### config.mk
export PLATFORM = sky130hd
export DESIGN_NAME = demux32_1to2_reg
export DESIGN_NICKNAME = d
export VERILOG_FILES = /design/src/rtl/demux32_1to2_reg_pkg.sv /design/src/rtl/demux32_1to2_reg_out_slot.sv /design/src/rtl/demux32_1to2_reg.sv
export SDC_FILE = /design/constraint.sdc
export NUM_CORES = 1
export LEC_CHECK = 0
export ABC_AREA = 1
export CORE_UTILIZATION = 48
export CTS_BUF_LIST = sky130_fd_sc_hd__clkbuf_16
export DETAILED_ROUTE_END_ITERATION = 16
export PLACE_DENSITY = 0.85
export SYNTH_ARGS = -nofsm -noshare
export SYNTH_HDL_FRONTEND = slang
export SYNTH_SLANG_ARGS = --single-unit
### constraint.sdc
create_clock -name Clk -period 2.55 [get_ports Clk]
set_input_delay 0.51 -clock Clk [delete_from_list [all_inputs] [get_ports Clk]]
set_output_delay 0.51 -clock Clk [all_outputs]
set_load 0.02 [all_outputs]
### src/rtl/demux32_1to2_reg_pkg.sv
`default_nettype none
// ============================================================================
// Module   : demux32_1to2_reg_pkg
// Purpose  : Shared constants for the registered 1-to-2 datapath demux.
// Revision : 1.0
// ============================================================================
package demux32_1to2_reg_pkg;
   localparam int   DATA_W     = 32;
   localparam logic SLOT_EMPTY = 1'b0;
   localparam logic SLOT_FULL  = 1'b1;
   localparam logic DEST_A     = 1'b0;
   localparam logic DEST_B     = 1'b1;
endpackage
`default_nettype wire

### src/rtl/demux32_1to2_reg_out_slot.sv
`default_nettype none
// ============================================================================
// Module   : out_slot
// Purpose  : One-entry output slot with valid/ready drain and handshake count.
// Revision : 1.0
// ============================================================================
module out_slot
   import demux32_1to2_reg_pkg::*;
#(
   parameter int WIDTH = DATA_W,
   parameter int CNT_W = 8
) (
   input  logic             Clk,
   input  logic             Reset,
   input  logic             load,
   input  logic [WIDTH-1:0] load_data,
   input  logic             ready,
   output logic             valid,
   output logic [WIDTH-1:0] data,
   output logic [CNT_W-1:0] cnt,
   output logic             can_load
);
   logic             r_state;
   logic [WIDTH-1:0] r_data;
   logic [CNT_W-1:0] r_cnt;
   logic             w_drain;

   assign w_drain  = (r_state == SLOT_FULL) && ready;
   // A draining slot can take a new word in the same cycle.
   assign can_load = !Reset && ((r_state == SLOT_EMPTY) || ready);

   always_ff @(posedge Clk) begin
      if (Reset) begin
         r_state <= SLOT_EMPTY;
         r_data  <= '0;
         r_cnt   <= '0;
      end else begin
         if (load) begin
            r_state <= SLOT_FULL;
            r_data  <= load_data;
         end else if (w_drain) begin
            r_state <= SLOT_EMPTY;
         end
         if (w_drain) begin
            r_cnt <= r_cnt + CNT_W'(1);
         end
      end
   end

   assign valid = r_state;
   assign data  = r_data;
   assign cnt   = r_cnt;
endmodule
`default_nettype wire

### src/rtl/demux32_1to2_reg.sv
`default_nettype none
// ============================================================================
// Module   : demux32_1to2_reg
// Purpose  : Registered 1-to-2 demux steering one source into two handshaked slots.
// Revision : 1.0
// ============================================================================
module demux32_1to2_reg
   import demux32_1to2_reg_pkg::*;
#(
   parameter int WIDTH = DATA_W,
   parameter int CNT_W = 8
) (
   input  logic             Clk,
   input  logic             Reset,
   input  logic [WIDTH-1:0] in_data,
   input  logic             in_sel,
   input  logic             in_valid,
   output logic             in_ready,
   output logic [WIDTH-1:0] outA_data,
   output logic             outA_valid,
   input  logic             outA_ready,
   output logic [WIDTH-1:0] outB_data,
   output logic             outB_valid,
   input  logic             outB_ready,
   output logic [CNT_W-1:0] cntA,
   output logic [CNT_W-1:0] cntB
);
   logic w_can_a;
   logic w_can_b;
   logic w_accept;
   logic w_load_a;
   logic w_load_b;

   // Only the selected slot gates acceptance, so a stall on one side never blocks the other.
   assign in_ready = (in_sel == DEST_B) ? w_can_b : w_can_a;
   assign w_accept = in_valid && in_ready;
   assign w_load_a = w_accept && (in_sel == DEST_A);
   assign w_load_b = w_accept && (in_sel == DEST_B);

   out_slot #(.WIDTH(WIDTH), .CNT_W(CNT_W)) u_slot_a (
      .Clk       (Clk),
      .Reset     (Reset),
      .load      (w_load_a),
      .load_data (in_data),
      .ready     (outA_ready),
      .valid     (outA_valid),
      .data      (outA_data),
      .cnt       (cntA),
      .can_load  (w_can_a)
   );

   out_slot #(.WIDTH(WIDTH), .CNT_W(CNT_W)) u_slot_b (
      .Clk       (Clk),
      .Reset     (Reset),
      .load      (w_load_b),
      .load_data (in_data),
      .ready     (outB_ready),
      .valid     (outB_valid),
      .data      (outB_data),
      .cnt       (cntB),
      .can_load  (w_can_b)
   );
endmodule
`default_nettype wire

# Word-level counts from Yosys, hierarchy flattened
# Cells that the tools add are included.
classes:
  reduce_logical: 12
  div: 0
  n_shift: 0
  bitwise_logic: 3
  n_mul: 0
  n_lt_le_gt_ge: 0
  n_addsub: 2
  muxes: 5
  n_eq_ne: 0
op_table:
  columns: ["op", "count"]
  rows:
  - ["adder 8 x 1 -> 8 bit, second input constant", 2]
  - ["logical AND 1 bit", 7]
  - ["2-to-1 mux 1 bit", 5]
  - ["nonzero test 2 bit", 2]
  - ["inverter 1 bit", 3]
  - ["logical OR 1 bit", 2]
  - ["logical NOT 1 bit", 1]
totals:
  memories: 0
  elab_cells: 28
  latch_bits: 0
  mem_bits_ro: 0
  register_bits: 82
  output_inout_bits: 83
  input_bits: 38
  ram_bits: 0

# Depth between registers and ports, before layout
depth:
  word_depth: 7
  mapped_depth: 8
  depth_no_buf: 7

# Modules after synthesis
# From an unflattened synthesis, not the netlist that was laid out.
unflattened:
  cells_unflattened: 415
  hier_area_um2: 3101.7
by_module_without_submodules:
  columns: ["mod", "n_inst", "area_each_um2", "seq_area_each_um2", "cells_each"]
  rows:
  - ["out_slot", 2, 1535.2, 820.8, 204]
  - ["demux32_1to2_reg", 1, 31.3, 0.0, 7]

# Worst setup path after synthesis
# Ideal clock, no wire load.
synth_timing:
  kind: "in2out"
  from: "input Reset"
  to: "output in_ready"
  t_arrival_ns: 1.199
  required_ns: 2.040
  slack_ns: 0.841
  cell_stages: 5
  path_buffers: 2
  cell_sequence: "buf_2 -> inv_2 -> nand2_1 -> nor2_2 -> buf_2"
synth_between:
  elab_chain_cells: 3
  word_cells_on_any_way: 4
  classes_between: "mux (1); reduce/logical (3)"
synth_rtl:
  columns: ["item", "line_no", "rtl"]
  rows:
  - ["from (decl)", "demux32_1to2_reg.sv:14", "input logic Reset,"]
  - ["logical NOT 1 bit (*)", "demux32_1to2_reg_out_slot.sv:30", "assign can_load = !Reset && ((r_state == SLOT_EMPTY) || ready);"]
  - ["logical AND 1 bit", "demux32_1to2_reg_out_slot.sv:30", null]
  - ["2-to-1 mux 1 bit (*)", "demux32_1to2_reg.sv:35", "assign in_ready = (in_sel == DEST_B) ? w_can_b : w_can_a;"]
  - ["to (decl)", "demux32_1to2_reg.sv:18", "output logic in_ready,"]
# Mark *: on every way between the ends. The rest lies on a longest branch, timed or not.

# Worst setup path after layout
layout_timing:
  from: "input outA_ready"
  to: "output in_ready"
layout_between:
  elab_chain_cells: 3
layout_rtl:
  columns: ["item", "line_no", "rtl"]
  rows:
  - ["from (decl)", "demux32_1to2_reg.sv:21", "input logic outA_ready,"]
  - ["logical OR 1 bit", "demux32_1to2_reg_out_slot.sv:30", null]
  - ["logical AND 1 bit", "demux32_1to2_reg_out_slot.sv:30", null]
  - ["2-to-1 mux 1 bit", "demux32_1to2_reg.sv:35", null]
# Every way passes these cells.

==> summary.md <==
| Metric | Value |
|---|---|
| Final Hold Vio Count | 0 |
| Asr flop ratio synth | 0 |
| Worst slack at placement | 0.0698 ns |
| HPWL Detailed | 5890 um |
| Largest area contributor in the netlist | dfxtp_1 |
| ANT nets after route | 0 |
| Hold crit path type | register to register |
| Unique masters post-synth | 20 |
| Cells on worst reg2reg path | 6 |
| Layout cells sized above 1 | 0.0562 |
| Leak Pwr | 0.00209 uW |
| CTS tree | done |
| Outcome | finished clean |
| Grt total ovfl | 0 |
| Synth Instances | 467 |
| # rows | 30 |
| Slew Limit Fails | 0 |
| Slew @ Worst Pin | 0.493 ns |
| Top FF cell, synth | dfxtp_1 |
| Final #Nets | 622 |
| Vias in the first global route | 3140 |
| Worst flop-to-flop path startpoint | u_slot_b.cnt[0] |
| Register Area | 1640 um2 |
| Relative slew slack | 0.669 |
| DRC viols | 0 |
| First-pass GRT wire length | 14000 um |
| PortBufs | 120 |
| Worst path slowest cell | clkdlybuf4s50_1 |
| Filler cells | 523 |
| Top-area cell type share of the netlist area | 0.490 |
| Type of origin of the critical path | input port |
| Final worst slack | 0.432 ns |
| Crit Path Category | input port to output pin |
| Tmin final | 2.12 ns |
| Die H | 85.5 um |
| Antenna violations before repair | 0 |
| Ant. Diodes | 0 |
| GPL Wtd Cong | 0.787 |
| Synth top area cells | dfxtp_1, nor2_1, nand4_1 |
| DR vias | 3383 |
| Worst hold endpoint | u_slot_b.data[18] |
| Highest clock rate | 472 MHz |
| Worst reg2reg endpoint | u_slot_b.cnt[4] |
| WL final | 8550 um |
| Die area | 7310 um2 |
| Clock transition at the registers of the reported paths | 0.06 ns |
| Max clock buf depth | 2 |
| # setup viols final | 0 |
| Synth Net Count | 507 |
| Yosys warning count | 0 |
| Crit path capture type | output pin |
| RSZ-0062 raised after global routing | false |
| Max VDD drop | 0.439 mV |
| WL/cell | 12.8 um |
| Total GRT Usage | 0.241 |
| Max-cap viol count | 0 |
| Hold Path Depth | 2 |
| Sequential area share after synthesis | 0.490 |
| Clk Latency, worst-skew pair | 0.32 ns |
| Crit path buf inv count | 3 |
| Multi-input gate area | 1350 um2 |
| Synthesized flop and latch total | 82 |
| CP Max Fanout | 3 |
| Area grow syn2layout | 45.6% |
| Mapped Area | 3350 um2 |
| Cell area power density | 611 nW/um2 |
| Syn Area/Cell | 7.17 um2 |
| Crit-path leading delay family | buffers and inverters |
| CTS Buf Count | 9 |
| Worst EP required | 2.04 ns |
| Initial Util | 0.495 |
| CP Depth | 6 |
| Worst Skew | 0.00588 ns |
| Most instantiated cells after synthesis | nor2_1, dfxtp_1, nand2_1, inv_1, a21oi_1 |
| Final Cycle Share | 0.831 |
| Largest net degree at the start of global routing | 51 |
| CP Cell Sequence | clkdlybuf4s50_1 -> inv_1 -> nand2_1 -> nor2_1 -> nor2_2 -> dlymetal6s2s_1 |
| Hold Crit Start | u_slot_b.data[18] |
| Drt initial violations | 127 |
| Chip width | 85.5 um |
| Dominant cell by count in the synthesized netlist | nor2_1 |
| CP Data Arrival Time | 1.61 ns |
| Vias per cell | 5.07 |
| EDFF count, synth | 0 |
| R2R Setup Slk | 1.07 ns |
| DR pass1 iterations | 9 |
| Clock sink total | 82 |
| CTS Root Cell | clkbuf_16 |
| H-tree levels | 3 |
| IO Pins | 121 |
| TNS Setup | 0 ns |
| CORE AREA | 6760 um2 |
| Slowest stage delay, CP | 0.52 ns |
cells in the final DEF (no fill, tap or decap), types with 2 or more instances in the layout:
cell,count
nor2_1,147
clkdlybuf4s50_1,119
dfxtp_1,82
nand2_1,55
inv_1,51
a21oi_1,41
nand4_1,37
buf_4,13
o21ai_0,10
clkbuf_16,9
nand3_1,5
clkinv_2,3
inv_2,2
nor3_1,2
ha_1,2
clkinv_1,2
per-layer routing:
layer,global-route usage,share of wire
met5,0,0
met4,0.0909,0.013
met3,0.0606,0.069
met2,0.426,0.52
met1,0.282,0.40
cell families (layout without fill, tap and decap cells):
group	after synthesis	count (layout)	synth area share
compound gates	51	51	0.0763
fa+ha+maj	2	2	0.00748
buf+inv	82	202	0.108
flops	82	82	0.490
simple gates	250	250	0.318
repair_timing:
item | in CTS | in global routing
endpoints found under the setup margin | 0 | 1
hold buffers | 0 | 0
resized for setup | 0 | 1
setup buffers | 0 | 0
final cells by class:
cell class	count	share of cell area
timing repair buffer	133	0.267
tap	80	0.0205
inverter	53	0.0408
multi-input combinational	303	0.276
clock inverter	7	0.0123
clock buffer	9	0.0462
sequential	82	0.337
flip-flops by register name (all words and copies together), names as in the netlist:
register / flops
u_slot_a.valid: 1
u_slot_b.data: 32
u_slot_b.cnt: 8
u_slot_b.valid: 1
u_slot_a.cnt: 8
u_slot_a.data: 32
worst reg2reg max path: cells and delay by family, from the launching register on:
| kind | cells | cell delay [ns] |
|---|---|---|
| flip-flops | 1 | 0.39 |
| adder cells (fa/ha/maj) | 1 | 0.17 |
| buffers and inverters | 1 | 0.05 |
| AO/OA/AOI/OAI | 2 | 0.25 |
| AND/OR/NAND/NOR | 2 | 0.52 |
through the flow:
stage	instances	hold WS, ns	util	area (um2)	total power (uW)
detailed placement	651	0.473	0.679	4580	1780
floorplan	467	0.540	-	3350	1590
global route	667	0.498	0.721	4870	3090
finish	667	0.480	0.721	4870	2980
global placement	651	0.458	0.679	4580	1770
CTS	667	0.484	0.721	4870	3000
how the worst max path moves through the flow:
stage,startpoint,end,slack [ns]
2_1_floorplan,Reset,in_ready,0.84
3_3_place_gp,outA_ready,in_ready,0.05
3_5_place_dp,outB_ready,in_ready,0.07
4_1_cts,outA_ready,in_ready,0.05
5_1_grt,outB_ready,in_ready,0.36
6_report,outA_ready,in_ready,0.43
report_power, final:
| part | switching (uW) | leakage [uW] | internal [uW] |
|---|---|---|---|
| Combinational | 216 | 0.00128 | 184 |
| Sequential | 26.7 | 0.000667 | 1330 |
| Clock | 478 | 0.000140 | 745 |
| Total | 721 | 0.00209 | 2260 |
(Power assumes the default switching activity.)
